File: src/rtl/expr_seq_pkg.sv
// expr_seq_pkg
// Shared types and constants for the expression vector sequencer:
//   - sequencer state enum
//   - LFSR tap mask, MISR polynomial and signature seed value
//   - bit offsets/widths of the twelve operand fields on the 60-bit bus
//   - one-step Galois LFSR helper used by the top level
package expr_seq_pkg;

   typedef enum logic [1:0] {
      StIdle    = 2'd0,
      StDrive   = 2'd1,
      StCapture = 2'd2,
      StDone    = 2'd3
   } seqState_e;

   localparam int OPND_W = 60;
   localparam int RES_W  = 90;

   localparam logic [63:0] LFSR_TAPS = 64'hD800_0000_0000_0000;
   localparam logic [31:0] MISR_POLY = 32'h04C1_1DB7;
   localparam logic [31:0] SIG_INIT  = 32'hFFFF_FFFF;

   // Operand field layout, a0 in the low bits and b5 at the top
   localparam int A0_OFF = 0;   localparam int A0_W = 4;
   localparam int A1_OFF = 4;   localparam int A1_W = 5;
   localparam int A2_OFF = 9;   localparam int A2_W = 6;
   localparam int A3_OFF = 15;  localparam int A3_W = 4;
   localparam int A4_OFF = 19;  localparam int A4_W = 5;
   localparam int A5_OFF = 24;  localparam int A5_W = 6;
   localparam int B0_OFF = 30;  localparam int B0_W = 4;
   localparam int B1_OFF = 34;  localparam int B1_W = 5;
   localparam int B2_OFF = 39;  localparam int B2_W = 6;
   localparam int B3_OFF = 45;  localparam int B3_W = 4;
   localparam int B4_OFF = 49;  localparam int B4_W = 5;
   localparam int B5_OFF = 54;  localparam int B5_W = 6;

   // Right-shifting Galois step: the bit shifted out decides whether the
   // tap mask is folded back in at the top.
   function automatic logic [63:0] lfsrStep(input logic [63:0] l);
      logic [63:0] shifted;
      shifted = l >> 1;
      return l[0] ? (shifted ^ LFSR_TAPS) : shifted;
   endfunction

endpackage

File: src/rtl/expr_misr.sv
// expr_misr
// 32-bit multiple-input signature register that compresses each 90-bit
// expression result into a running signature.
// Ports:
//   clk     in   clock, rising edge
//   rst_n   in   asynchronous active-low reset (signature -> SIG_INIT)
//   init_i  in   reload SIG_INIT at the next edge (wins over en_i)
//   en_i    in   absorb res_i at the next edge
//   res_i   in   90-bit result bus
//   sig_o   out  current signature
module expr_misr
   import expr_seq_pkg::*;
(
   input  logic             clk,
   input  logic             rst_n,
   input  logic             init_i,
   input  logic             en_i,
   input  logic [RES_W-1:0] res_i,
   output logic [31:0]      sig_o
);

   logic [31:0] fold;
   logic [31:0] sig_d;
   logic [31:0] sig_q;

   // The 90-bit result is folded to 32 bits by XOR of its three slices, then
   // shifted into the CRC-32 style register.
   always_comb begin
      fold  = res_i[31:0] ^ res_i[63:32] ^ {6'b0, res_i[89:64]};
      sig_d = sig_q;
      if (init_i) begin
         sig_d = SIG_INIT;
      end else if (en_i) begin
         sig_d = {sig_q[30:0], 1'b0} ^ (sig_q[31] ? MISR_POLY : 32'h0) ^ fold;
      end
   end

   // Signature register
   always_ff @(posedge clk or negedge rst_n) begin
      if (!rst_n) begin
         sig_q <= SIG_INIT;
      end else begin
         sig_q <= sig_d;
      end
   end

   assign sig_o = sig_q;

endmodule

File: src/rtl/expr_vector_sequencer.sv
// expr_vector_sequencer
// Drives pseudo-random operand vectors into a combinational expression block,
// holds each for SETTLE+1 cycles, samples the result on the last of them and
// compresses all results into one MISR signature.
// Ports:
//   clk, rst_n   clock (rising edge) and asynchronous active-low reset
//   start        begin a run (only in IDLE/DONE); samples seed and num_vec
//   abort        return to IDLE at the next edge; wins over start
//   seed         32-bit LFSR seed
//   num_vec      vectors per run
//   opnd_o       60-bit packed operands, lfsr[59:0]
//   res_i        90-bit result from the expression block
//   busy         high in DRIVE and CAPTURE
//   done         high in DONE
//   vec_count    vectors captured in the current or last run
//   signature    MISR value
module expr_vector_sequencer
   import expr_seq_pkg::*;
#(
   parameter int SETTLE = 1,
   parameter int CNT_W  = 16
) (
   input  logic              clk,
   input  logic              rst_n,
   input  logic              start,
   input  logic              abort,
   input  logic [31:0]       seed,
   input  logic [CNT_W-1:0]  num_vec,
   output logic [OPND_W-1:0] opnd_o,
   input  logic [RES_W-1:0]  res_i,
   output logic              busy,
   output logic              done,
   output logic [CNT_W-1:0]  vec_count,
   output logic [31:0]       signature
);

   localparam logic [3:0]       SETTLE_LAST = 4'(SETTLE - 1);
   localparam logic [CNT_W-1:0] CNT_ONE     = CNT_W'(1);

   seqState_e        state_q;
   logic [63:0]      lfsr_q;
   logic [3:0]       settle_q;
   logic [CNT_W-1:0] vecCount_q;
   logic [CNT_W-1:0] numVec_q;
   logic [CNT_W-1:0] vecNext;
   logic             busy_q;
   logic             done_q;
   logic             startOk;
   logic             capture;

   assign startOk = start && !abort && (state_q == StIdle || state_q == StDone);
   assign capture = (state_q == StCapture);
   assign vecNext = vecCount_q + CNT_ONE;

   // Sequencer FSM with counters and LFSR. A capture that coincides with
   // abort still completes, so the partial signature, count and LFSR left
   // behind by an abort include the vector sampled on that edge.
   always_ff @(posedge clk or negedge rst_n) begin
      if (!rst_n) begin
         state_q    <= StIdle;
         lfsr_q     <= '0;
         settle_q   <= '0;
         vecCount_q <= '0;
         numVec_q   <= '0;
         busy_q     <= 1'b0;
         done_q     <= 1'b0;
      end else begin
         if (capture) begin
            vecCount_q <= vecNext;
            lfsr_q     <= lfsrStep(lfsr_q);
         end
         if (abort) begin
            state_q <= StIdle;
            busy_q  <= 1'b0;
            done_q  <= 1'b0;
         end else begin
            case (state_q)
               StIdle, StDone: begin
                  if (start) begin
                     lfsr_q     <= {seed, ~seed};
                     vecCount_q <= '0;
                     settle_q   <= '0;
                     numVec_q   <= num_vec;
                     if (num_vec == '0) begin
                        state_q <= StDone;
                        busy_q  <= 1'b0;
                        done_q  <= 1'b1;
                     end else begin
                        state_q <= StDrive;
                        busy_q  <= 1'b1;
                        done_q  <= 1'b0;
                     end
                  end
               end
               StDrive: begin
                  settle_q <= settle_q + 4'd1;
                  if (settle_q == SETTLE_LAST) begin
                     state_q <= StCapture;
                  end
               end
               StCapture: begin
                  settle_q <= '0;
                  if (vecNext == numVec_q) begin
                     state_q <= StDone;
                     busy_q  <= 1'b0;
                     done_q  <= 1'b1;
                  end else begin
                     state_q <= StDrive;
                  end
               end
               default: begin
                  state_q <= StIdle;
                  busy_q  <= 1'b0;
                  done_q  <= 1'b0;
               end
            endcase
         end
      end
   end

   expr_misr uMisr (
      .clk    (clk),
      .rst_n  (rst_n),
      .init_i (startOk),
      .en_i   (capture),
      .res_i  (res_i),
      .sig_o  (signature)
   );

   assign opnd_o    = lfsr_q[OPND_W-1:0];
   assign busy      = busy_q;
   assign done      = done_q;
   assign vec_count = vecCount_q;

endmodule

File: config.mk
export PLATFORM = sky130hd
export DESIGN_NAME = expr_vector_sequencer
export DESIGN_NICKNAME = d
export VERILOG_FILES = /design/src/rtl/expr_seq_pkg.sv /design/src/rtl/expr_misr.sv /design/src/rtl/expr_vector_sequencer.sv
export SDC_FILE = /design/constraint.sdc
export NUM_CORES = 1
export LEC_CHECK = 0
export ABC_AREA = 1
export CAP_MARGIN = 20
export CORE_MARGIN = 2
export CORE_UTILIZATION = 35
export DETAILED_ROUTE_END_ITERATION = 12
export PLACE_DENSITY = 0.7
export SETUP_SLACK_MARGIN = 0.4
export SLEW_MARGIN = 20
export SYNTH_ARGS = -nofsm -noshare
export SYNTH_HDL_FRONTEND = slang
export SYNTH_HIERARCHICAL = 1
export SYNTH_SLANG_ARGS = --single-unit
File: constraint.sdc
create_clock -name clk -period 2.9 [get_ports clk]
set_input_delay 0.58 -clock clk [delete_from_list [all_inputs] [get_ports clk]]
set_output_delay 0.58 -clock clk [all_outputs]
set_load 0.005 [all_outputs]
==> qor.csv <==
metric,value,unit
status,completed,
synth_seq_area_share,0.408,
numPortBuffers,251,
cts_tree,yes,
period_share,0.751,
critPathMostFrequentCell,nand2_1,
ys_ff_latch,136,
hpwlAfterDp,17800,µm
min_path_type,input pin to async pin,
cts_root_buf,clkbuf_16,
pin_count,252,
grt_pass1_wl,38500,µm
synthTopCellsByArea,"dfrtp_1 31%, nand2_1 11%, dfstp_2 10%, inv_1 5.7%, buf_4 5.5%",
netlist.area_leader.share,0.308,
grt_overflow,0,
fmax,459,MHz
synth_edf_count,0,
startpoint_type,register,
clockBufferDepth,2,
fin_ws,0.722,ns
min_period,2.18,ns
yosysWarnings,6,
skew,0.0117,ns
totalWireLength,24000,µm
num-nets-final,1421,
dr.pass1.iters,4,
arrival,2.48,ns
synth_top_area_cell,dfrtp_1,
cp_max_fo,6,
regToRegEndpoint,busy,
reg2reg_slack,0.72,ns
slowest_delay,0.43,ns
clk_latency,0.42,ns
grt_use_total,0.187,
slew_headroom,0.463,
drc_errors,0,
fin_setup_tns,0,ns
antenna_found_initial,1,
cts.sinks,136,
rsz0062_at_grt,false,
die_w,159,µm
end_kind,register,
vias_per_cell,4.78,
cts_setup_buffers,0,
reg2reg_depth,16,
area_growth,35.7,%
worst_path_max_delay_cell,dfrtp_2,
async_flop_share,1.00,
finalHoldViolCount,0,
cap_violations,0,
cp.required,3.20,ns
cts_inserted_buffers,17,
rows,56,
cellLeakagePower,5.11,nW
worst_pin_slew,0.805,ns
drive_above_1_share,0.0793,
first_iter_violations,390,
synthDistinctLibCells,36,
pre_cts_slack,0.508,ns
grt_start_max_net_pins,80,
syn_nets,1235,
netlist_area,8450,µm²
via_count,7683,
start_util,0.358,
grt_pass1_vias,7466,
avgSynthCellArea,7.77,µm²
path_clk_slew,0.06,ns
postSynthCellCount,1088,
path_class,register to register,
slew_viol_final,0,
finalSetupViolCount,0,
globalplace.congestion,0.841,
timing.rr.start,vec_count[0],
path_cells,"ha_2, nand2_1, nor2_4, nand2_1, nand2_1, nand2_1, nand2_1, nand2_1, nor2_1, nand2_1, nor2_1, nand2_1, nand2_2, nand2_2, nand3_1, nand2_1",
die_h,159,µm
powerDensity,986,nW/µm²
die-area,25400,µm²
htree_levels,4,
coreArea,23600,µm²
peakVddDrop,0.399,mV
nFillCells,2270,
fin_total_pwr,11.3,mW
synth_flop_cell,dfrtp_1,
wire_per_inst,15.0,µm
ant_nets,0,
[report_power, final]
part	internal [mW]	switching [mW]
Combinational	2.81	2.43
Clock	1.28	0.864
Sequential	2.98	0.939
Total	7.07	4.24
[through the flow]
stage	util	instance area, µm²	hold slack (ns)	cells
after floorplan	-	8450	0.284	1088
after global placement	0.460	10900	0.477	1574
after detailed placement	0.460	10900	0.479	1574
after CTS	0.485	11500	0.0344	1606
after global routing	0.486	11500	0.0423	1606
final	0.486	11500	0.0421	1607
[logic make-up (layout without fill, tap and decap cells)]
| family | Yosys count | in the layout | share of synthesized area |
|---|---|---|---|
| buffers and inverters | 228 | 427 | 0.133 |
| other | 0 | 1 | 0 |
| XOR/XNOR | 67 | 67 | 0.0773 |
| AND/OR/NAND/NOR | 446 | 446 | 0.221 |
| multiplexers | 32 | 32 | 0.0379 |
| AO/OA/AOI/OAI | 174 | 174 | 0.116 |
| flip-flops | 136 | 136 | 0.408 |
| adder cells (fa/ha/maj) | 5 | 5 | 0.00740 |
[registers in the layout (all words and copies together), names as in the netlist]
name / cells
done: 1
vec_count: 16
settle_q: 4
state_q: 2
numVec_q: 16
uMisr/sig_o: 32
busy: 1
lfsr_q: 64
[cell usage after synthesis (3+ instances only)]
master      n
a21oi_1    84
buf_2      10
buf_4      62
clkbuf_1   23
dfrtp_1   104
dfstp_2    32
ha_1        5
inv_1     129
mux2i_1    32
nand2_1   238
nand2_2     3
nand3_1    82
nand4_1    12
nor2_1     94
nor2_2      4
nor3_1      4
o211ai_1    4
o21ai_0    44
o21bai_1   33
o22ai_1     7
xnor2_1    38
xnor2_2     7
xor2_1     21
[per-layer routing]
metal	routed length, µm	global-route usage	up-vias	part of all wire
met5	0	0	-	0
met4	338	0.0475	0	0.014
met3	1810	0.0576	22	0.075
met2	11000	0.311	266	0.46
met1	10900	0.238	3591	0.45
li1	-	-	3804	-
[layout make-up]
class | instances | area [µm²] | area share
Antenna cell | 1 | 2.50 | 0.000218
Clock buffer | 19 | 433 | 0.0378
Clock inverter | 13 | 148 | 0.0129
Inverter | 130 | 488 | 0.0426
Multi-Input combinational cell | 724 | 3910 | 0.341
Sequential cell | 136 | 3440 | 0.300
Tap cell | 319 | 399 | 0.0348
Timing Repair Buffer | 265 | 2640 | 0.231
[cell usage in the layout, fill, tap and decap left out, types with 2 or more instances in the layout]
master             n
o21ai_0           44
xor2_1            21
nor2_4             3
nor2_1            93
clkdlybuf4s50_1  250
or2_2              2
o211ai_1           4
nand2_1          238
xnor2_1           38
nand4_1           12
o21bai_1          33
buf_12             2
a21oi_1           84
o22ai_1            7
clkbuf_16         17
nor3_1             3
dfstp_2           32
buf_4             12
dfrtp_1          103
nor2_2             4
clkbuf_1           2
inv_6              3
nor4_1             2
bufinv_16          2
mux2i_1           32
nand3_1           82
clkinv_4           3
clkinvlp_4         4
inv_1            129
nand2_2            3
xnor2_2            7
ha_1               3
[worst max-delay path, delay by kind of cell, from the launching register on]
kind	cells	cell delay, ns
simple gates	15	1.36
flops	1	0.43
fa+ha+maj	1	0.27
[how the worst max path moves through the flow]
stage                       startpoint         endpoint  slack [ns]
after CTS                 vec_count[0]             busy        0.55
after detailed placement         abort   uMisr/sig_o[4]        0.51
after global placement           start  uMisr/sig_o[25]        0.51
final                     vec_count[0]             busy        0.72
after floorplan             state_q[0]  uMisr/sig_o[17]        0.60
after global routing      vec_count[1]             busy        0.44
[repair_timing]
item	4_1_cts	5_1_grt
gates resized for setup	0	4
setup endpoints to repair	0	3
hold buffers	0	0
No activity file was read; power rests on OpenSTA's default activity.
